`config.mk`:
```
export PLATFORM = sky130hd
export DESIGN_NAME = logic_unit_arbiter_flat
export DESIGN_NICKNAME = d
export VERILOG_FILES = /design/src/rtl/logic_unit_arbiter_if.sv /design/src/rtl/logic_unit_arbiter.sv /design/src/flat_wrapper.sv
export SDC_FILE = /design/constraint.sdc
export NUM_CORES = 1
export LEC_CHECK = 0
export ABC_CLOCK_PERIOD_IN_PS = 1200
export BUFFER_PORTS_ARGS = -buffer_cell sky130_fd_sc_hd__buf_2
export CAP_MARGIN = 20
export CORE_UTILIZATION = 46
export CTS_BUF_LIST = sky130_fd_sc_hd__clkbuf_8
export DETAILED_ROUTE_END_ITERATION = 7
export GPL_ROUTABILITY_DRIVEN = 0
export PLACE_DENSITY = 0.75
export REMOVE_ABC_BUFFERS = 1
export SETUP_SLACK_MARGIN = 0.2
export SYNTH_ARGS = -nofsm -noshare
export SYNTH_HDL_FRONTEND = slang
export SYNTH_SLANG_ARGS = --single-unit
```
`constraint.sdc`:
```
create_clock -name clk -period 1.2 [get_ports clk]
set_clock_uncertainty 0.05 [all_clocks]
set_input_delay 0.36 -clock clk [delete_from_list [all_inputs] [get_ports clk]]
set_output_delay 0.36 -clock clk [all_outputs]
set_load 0.02 [all_outputs]
```
`src/rtl/logic_unit_arbiter_if.sv`:
```
// Request/response bundle between two requesters, the logic-unit arbiter and the response consumer.
interface logic_unit_arbiter_if #(
    parameter int unsigned WIDTH = 4
);
    logic             req0_valid;
    logic [2:0]       req0_op;
    logic [WIDTH-1:0] req0_a;
    logic [WIDTH-1:0] req0_b;
    logic             req0_ready;

    logic             req1_valid;
    logic [2:0]       req1_op;
    logic [WIDTH-1:0] req1_a;
    logic [WIDTH-1:0] req1_b;
    logic             req1_ready;

    logic             rsp_valid;
    logic             rsp_id;
    logic [WIDTH-1:0] rsp_y;
    logic             rsp_err;
    logic             rsp_ready;

    logic             busy;

    // Requester/consumer side
    modport master (
        output req0_valid, req0_op, req0_a, req0_b,
        input  req0_ready,
        output req1_valid, req1_op, req1_a, req1_b,
        input  req1_ready,
        input  rsp_valid, rsp_id, rsp_y, rsp_err,
        output rsp_ready,
        input  busy
    );

    // Arbiter side
    modport slave (
        input  req0_valid, req0_op, req0_a, req0_b,
        output req0_ready,
        input  req1_valid, req1_op, req1_a, req1_b,
        output req1_ready,
        output rsp_valid, rsp_id, rsp_y, rsp_err,
        input  rsp_ready,
        output busy
    );
endinterface

```
`src/rtl/logic_unit_arbiter.sv`:
```
// Round-robin arbiter sharing one bitwise logic unit (AND/OR/XOR/NAND/NOR) between two requesters.
module logic_unit_arbiter #(
    parameter int unsigned WIDTH = 4
) (
    input logic                  clk,
    input logic                  reset,
    logic_unit_arbiter_if.slave  bus
);
    localparam int unsigned OPW = 3;

    localparam logic [1:0] IDLE = 2'd0;
    localparam logic [1:0] EXEC = 2'd1;
    localparam logic [1:0] RESP = 2'd2;

    localparam logic [OPW-1:0] OP_AND  = 3'd0;
    localparam logic [OPW-1:0] OP_OR   = 3'd1;
    localparam logic [OPW-1:0] OP_XOR  = 3'd2;
    localparam logic [OPW-1:0] OP_NAND = 3'd3;
    localparam logic [OPW-1:0] OP_NOR  = 3'd4;

    logic [1:0]       state;
    logic [1:0]       state_next;
    logic             last_grant;
    logic             grant_c;
    logic             accept_c;
    logic [OPW-1:0]   op_q;
    logic [WIDTH-1:0] a_q;
    logic [WIDTH-1:0] b_q;
    logic             id_q;
    logic [WIDTH-1:0] y_c;
    logic             err_c;

    // Pick a requester: a lone valid wins, a tie goes to the one not granted last
    always_comb begin
        grant_c = 1'b0;
        if (bus.req0_valid && bus.req1_valid) begin
            grant_c = ~last_grant;
        end else if (bus.req1_valid) begin
            grant_c = 1'b1;
        end
    end

    assign bus.req0_ready = (state == IDLE) && !grant_c && bus.req0_valid;
    assign bus.req1_ready = (state == IDLE) &&  grant_c && bus.req1_valid;
    assign accept_c       = bus.req0_ready || bus.req1_ready;

    // State register
    always_ff @(posedge clk) begin
        if (reset) begin
            state <= IDLE;
        end else begin
            state <= state_next;
        end
    end

    // Next-state logic: accept -> one compute cycle -> hold response until taken
    always_comb begin
        state_next = state;
        case (state)
            IDLE:    if (accept_c) state_next = EXEC;
            EXEC:    state_next = RESP;
            RESP:    if (bus.rsp_ready) state_next = IDLE;
            default: state_next = IDLE;
        endcase
    end

    // Capture the granted operation and remember who won
    always_ff @(posedge clk) begin
        if (reset) begin
            last_grant <= 1'b1;
            op_q       <= '0;
            a_q        <= '0;
            b_q        <= '0;
            id_q       <= 1'b0;
        end else if (accept_c) begin
            last_grant <= grant_c;
            id_q       <= grant_c;
            op_q       <= grant_c ? bus.req1_op : bus.req0_op;
            a_q        <= grant_c ? bus.req1_a  : bus.req0_a;
            b_q        <= grant_c ? bus.req1_b  : bus.req0_b;
        end
    end

    // Shared bitwise logic unit; unknown opcodes yield zero with an error flag
    always_comb begin
        y_c   = '0;
        err_c = 1'b0;
        case (op_q)
            OP_AND:  y_c = a_q & b_q;
            OP_OR:   y_c = a_q | b_q;
            OP_XOR:  y_c = a_q ^ b_q;
            OP_NAND: y_c = ~(a_q & b_q);
            OP_NOR:  y_c = ~(a_q | b_q);
            default: err_c = 1'b1;
        endcase
    end

    // Response registers: load in EXEC, hold through RESP until consumed
    always_ff @(posedge clk) begin
        if (reset) begin
            bus.rsp_valid <= 1'b0;
            bus.rsp_id    <= 1'b0;
            bus.rsp_y     <= '0;
            bus.rsp_err   <= 1'b0;
        end else if (state == EXEC) begin
            bus.rsp_valid <= 1'b1;
            bus.rsp_id    <= id_q;
            bus.rsp_y     <= y_c;
            bus.rsp_err   <= err_c;
        end else if ((state == RESP) && bus.rsp_ready) begin
            bus.rsp_valid <= 1'b0;
        end
    end

    // Busy tracks the non-IDLE states as a registered flag
    always_ff @(posedge clk) begin
        if (reset) begin
            bus.busy <= 1'b0;
        end else begin
            bus.busy <= (state_next != IDLE);
        end
    end
endmodule

```
`src/flat_wrapper.sv`:
```
// flat-port wrapper written by rule: the top's interface ports become plain ports
module logic_unit_arbiter_flat 
#(
    parameter int unsigned WIDTH = 4
)
  (clk, reset, bus_req0_valid, bus_req0_op, bus_req0_a, bus_req0_b, bus_req0_ready, bus_req1_valid, bus_req1_op, bus_req1_a, bus_req1_b, bus_req1_ready, bus_rsp_valid, bus_rsp_id, bus_rsp_y, bus_rsp_err, bus_rsp_ready, bus_busy);
  logic_unit_arbiter_if #(.WIDTH(WIDTH)) bus_i ();
  input logic clk;
  input logic reset;
  input wire logic [$bits(bus_i.req0_valid)-1:0] bus_req0_valid;
  input wire logic [$bits(bus_i.req0_op)-1:0] bus_req0_op;
  input wire logic [$bits(bus_i.req0_a)-1:0] bus_req0_a;
  input wire logic [$bits(bus_i.req0_b)-1:0] bus_req0_b;
  output wire logic [$bits(bus_i.req0_ready)-1:0] bus_req0_ready;
  input wire logic [$bits(bus_i.req1_valid)-1:0] bus_req1_valid;
  input wire logic [$bits(bus_i.req1_op)-1:0] bus_req1_op;
  input wire logic [$bits(bus_i.req1_a)-1:0] bus_req1_a;
  input wire logic [$bits(bus_i.req1_b)-1:0] bus_req1_b;
  output wire logic [$bits(bus_i.req1_ready)-1:0] bus_req1_ready;
  output wire logic [$bits(bus_i.rsp_valid)-1:0] bus_rsp_valid;
  output wire logic [$bits(bus_i.rsp_id)-1:0] bus_rsp_id;
  output wire logic [$bits(bus_i.rsp_y)-1:0] bus_rsp_y;
  output wire logic [$bits(bus_i.rsp_err)-1:0] bus_rsp_err;
  input wire logic [$bits(bus_i.rsp_ready)-1:0] bus_rsp_ready;
  output wire logic [$bits(bus_i.busy)-1:0] bus_busy;
  assign bus_i.req0_valid = bus_req0_valid;
  assign bus_i.req0_op = bus_req0_op;
  assign bus_i.req0_a = bus_req0_a;
  assign bus_i.req0_b = bus_req0_b;
  assign bus_req0_ready = bus_i.req0_ready;
  assign bus_i.req1_valid = bus_req1_valid;
  assign bus_i.req1_op = bus_req1_op;
  assign bus_i.req1_a = bus_req1_a;
  assign bus_i.req1_b = bus_req1_b;
  assign bus_req1_ready = bus_i.req1_ready;
  assign bus_rsp_valid = bus_i.rsp_valid;
  assign bus_rsp_id = bus_i.rsp_id;
  assign bus_rsp_y = bus_i.rsp_y;
  assign bus_rsp_err = bus_i.rsp_err;
  assign bus_i.rsp_ready = bus_rsp_ready;
  assign bus_busy = bus_i.busy;
  logic_unit_arbiter #(.WIDTH(WIDTH)) u_core (.clk(clk), .reset(reset), .bus(bus_i));
endmodule
```
==> impl_metrics.toml <==
[layout]
area_delta_synth_final_pct = 72.7
drive_above_1_share_pct = 78.6
fin_nets = 246
diodes = 0
instances_no_fill = 241
final_area_mm2 = 0.00227
nFillCells = 146

[timing]
tightest_slew_ns = 0.346
rsz0062_at_grt = "true"
max_freq_mhz = 670
setup_viol = 23
layout_worst_path_cycle_share_pct = 124
setup_ws_ns = -0.293
hold_viol = 0
slew_headroom_pct = 76.9
fin_crit_ns = 1.49
slew_viol_final = 0
hold_ws_ns = 0.347

[clock_tree]
clockBufferDepth = 2
cts_tree = "yes"
htree_levels = 1
clk_latency_ns = 0.26
root_buffer = "clkbuf_8"
cts.sinks = 23
clkSlewWorstSetupHoldPaths_ns = 0.08
cts_made_buffers = 3

[outcome]
status = "finished, violations left"
violations = "setup timing"

[synthesis]
post-synth-top-area-fraction_pct = 35.0
synth-main-ff-cell = "dfxtp_1"
synth_top_cell_by_area = "dfxtp_1"
synth_seq_cells = 23
syn_inst = 142
yosysWarningCount = 0
synthTopCellsByCount = "dfxtp_1 (23), nor2_1 (19), mux2i_1 (15)"
synth_area_per_cell_um2 = 9.25
synth_edf_count = 0
ys_seq_area_share_pct = 35.0
ys_async_sr_fraction_pct = 0
synthDistinctLibCells = 31
yosysMostFrequentCell = "dfxtp_1"
syn_area_mm2 = 0.00131
synth_area_leaders = "dfxtp_1 (35%), mux2i_1 (11%), a211oi_2 (7.6%)"

[setup_path]
cp.arrival_ns = 1.08
setup.worst_path.class = "flop to output pin"
worstPathCellList = "nor2_4 -> nand2_2 -> nor2_2 -> buf_6"
worstPathRequired_ns = 0.79
cp_slowest_cell = "dfxtp_4"
crit_buf_inv = 1
crit_family = "flip-flops"
worstPathMaxFanout = 4
slowest_delay_ns = 0.36
crit_path_start_kind = "flop"
end_kind = "output pin"

[global_routing]
use_met1_pct = 28.7
gr-usage-all-layers_pct = 25.2
antenna_found_initial = 0
grt_use_met3_pct = 4.45
grt.overflow.total = 0
use_met2_pct = 48.4
grt_pass1_wl_um = 6110
grt_max_degree = 15
grt_pass1_vias = 1338
busiest_layer = "met2"

[placed_design]
placed_area_mm2 = 0.00163
dpl.cell_count = 218
hpwl_um = 2310
portBuffers = 36

[die]
fp.dieH_um = 55.4
ios = 37
dieArea_mm2 = 0.00307
design.core.area_mm2 = 0.00273
initial_core_util_pct = 48.1
die_x_um = 55.4
rows = 19

[power_and_ir_drop]
powerDensity_mw_per_mm2 = 1130
p_leak_nw = 0.962
ir_drop_mv = 1.19

[drt]
drt_iter0_drc = 41
drt.antenna.violating_nets = 0
wirelength_um = 4170
avgViaCountPerCell = 5.58
drc = 0
wl_per_cell_um = 17.3
firstDrtPassIters = 6
via_count = 1344

[flow_run]
cap_violations = 0

[min_path]
min_path_type = "input port to flop"
[where the power goes]
| group | internal, W | total (W) | leakage (nW) | switching [W] |
|---|---|---|---|---|
| combinational | 0.000617 | 0.00113 | 0.738 | 0.000510 |
| sequential | 0.000862 | 0.000959 | 0.197 | 0.0000967 |
| clock | 0.000229 | 0.000476 | 0.0269 | 0.000248 |
[layout by cell type (no fill, tap or decap), drive strengths merged, types with 4 or more instances in the layout]
cell,Yosys,routed
nand2,6,6
mux2i,15,15
a21oi,7,7
dfxtp,23,23
nor2,20,20
o21ai,4,4
nor3,5,5
ha,8,8
buf,5,72
inv,8,9
a211oi,11,11
[through the flow]
stage	setup TNS (ns)	util [%]	setup slack, ns	total power [W]
3_3_place_gp	-2.16	59.6	-0.187	0.00156
4_1_cts	-2.32	76.2	-0.297	0.00239
3_5_place_dp	-3.22	59.6	-0.238	0.00161
2_1_floorplan	-3.95	-	-0.278	0.00133
6_report	-2.96	83.0	-0.293	0.00256
5_1_grt	-3.94	83.0	-0.331	0.00265
[worst min-delay path: cells and delay by family]
family	cells	cell delay (ns)
compound gates	1	0.05
buf+inv	1	0.09
simple gates	1	0.13
[final cells by class]
| cell class | count | area (µm²) | area share (%) |
|---|---|---|---|
| clock inverter | 1 | 3.75 | 0.165 |
| sequential | 23 | 493 | 21.7 |
| inverter | 8 | 30.0 | 1.32 |
| clock buffer | 3 | 41.3 | 1.82 |
| multi-input combinational | 102 | 1030 | 45.6 |
| tap | 31 | 38.8 | 1.71 |
| timing repair buffer | 73 | 627 | 27.6 |
[logic make-up (layout without fill, tap and decap cells)]
group           count (synthesis)  after routing  share of synthesized area [%]
compound gates                 33             33                           21.8
flops                          23             23                           35.0
fa+ha+maj                       8              8                           7.62
mux                            17             17                           13.1
simple gates                   44             44                           16.2
buf+inv                        17             85                           6.19
[sequential cells by signal, summed over array words and instances, names as in the netlist, 2 cells and up]
| name | flops |
|---|---|
| u_core.a_q | 4 |
| u_core.b_q | 4 |
| u_core.bus.rsp_y | 4 |
| u_core.op_q | 3 |
| u_core.state | 2 |
[metal layers]
| layer | wire length [µm] | vias to the layer above |
|---|---|---|
| li1 | - | 635 |
| met1 | 1660 | 662 |
| met2 | 2330 | 43 |
| met3 | 131 | 4 |
| met4 | 44 | 0 |
| met5 | 0 | - |
[what timing repair did]
item	4_1_cts	5_1_grt
endpoints found under the setup margin	31	32
gates cloned	1	0
hold buffers	0	0
gates resized for setup	99	30
pin swaps	22	19
setup buffers	10	8
[path summary, 6_finish.rpt]
kind / start / endpoint / slack, ns / cells after the start
worst min register to register: u_core.id_q / u_core.bus.rsp_id / 0.45 / 2
worst max-delay path: u_core.state[1] / bus_req0_ready / -0.29 / 4
worst max register to register: u_core.state[0] / u_core.bus.rsp_y[0] / -0.15 / 8
worst min-delay path: bus_rsp_ready / u_core.state[1] / 0.35 / 3
No activity file was read; power rests on OpenSTA's default activity.
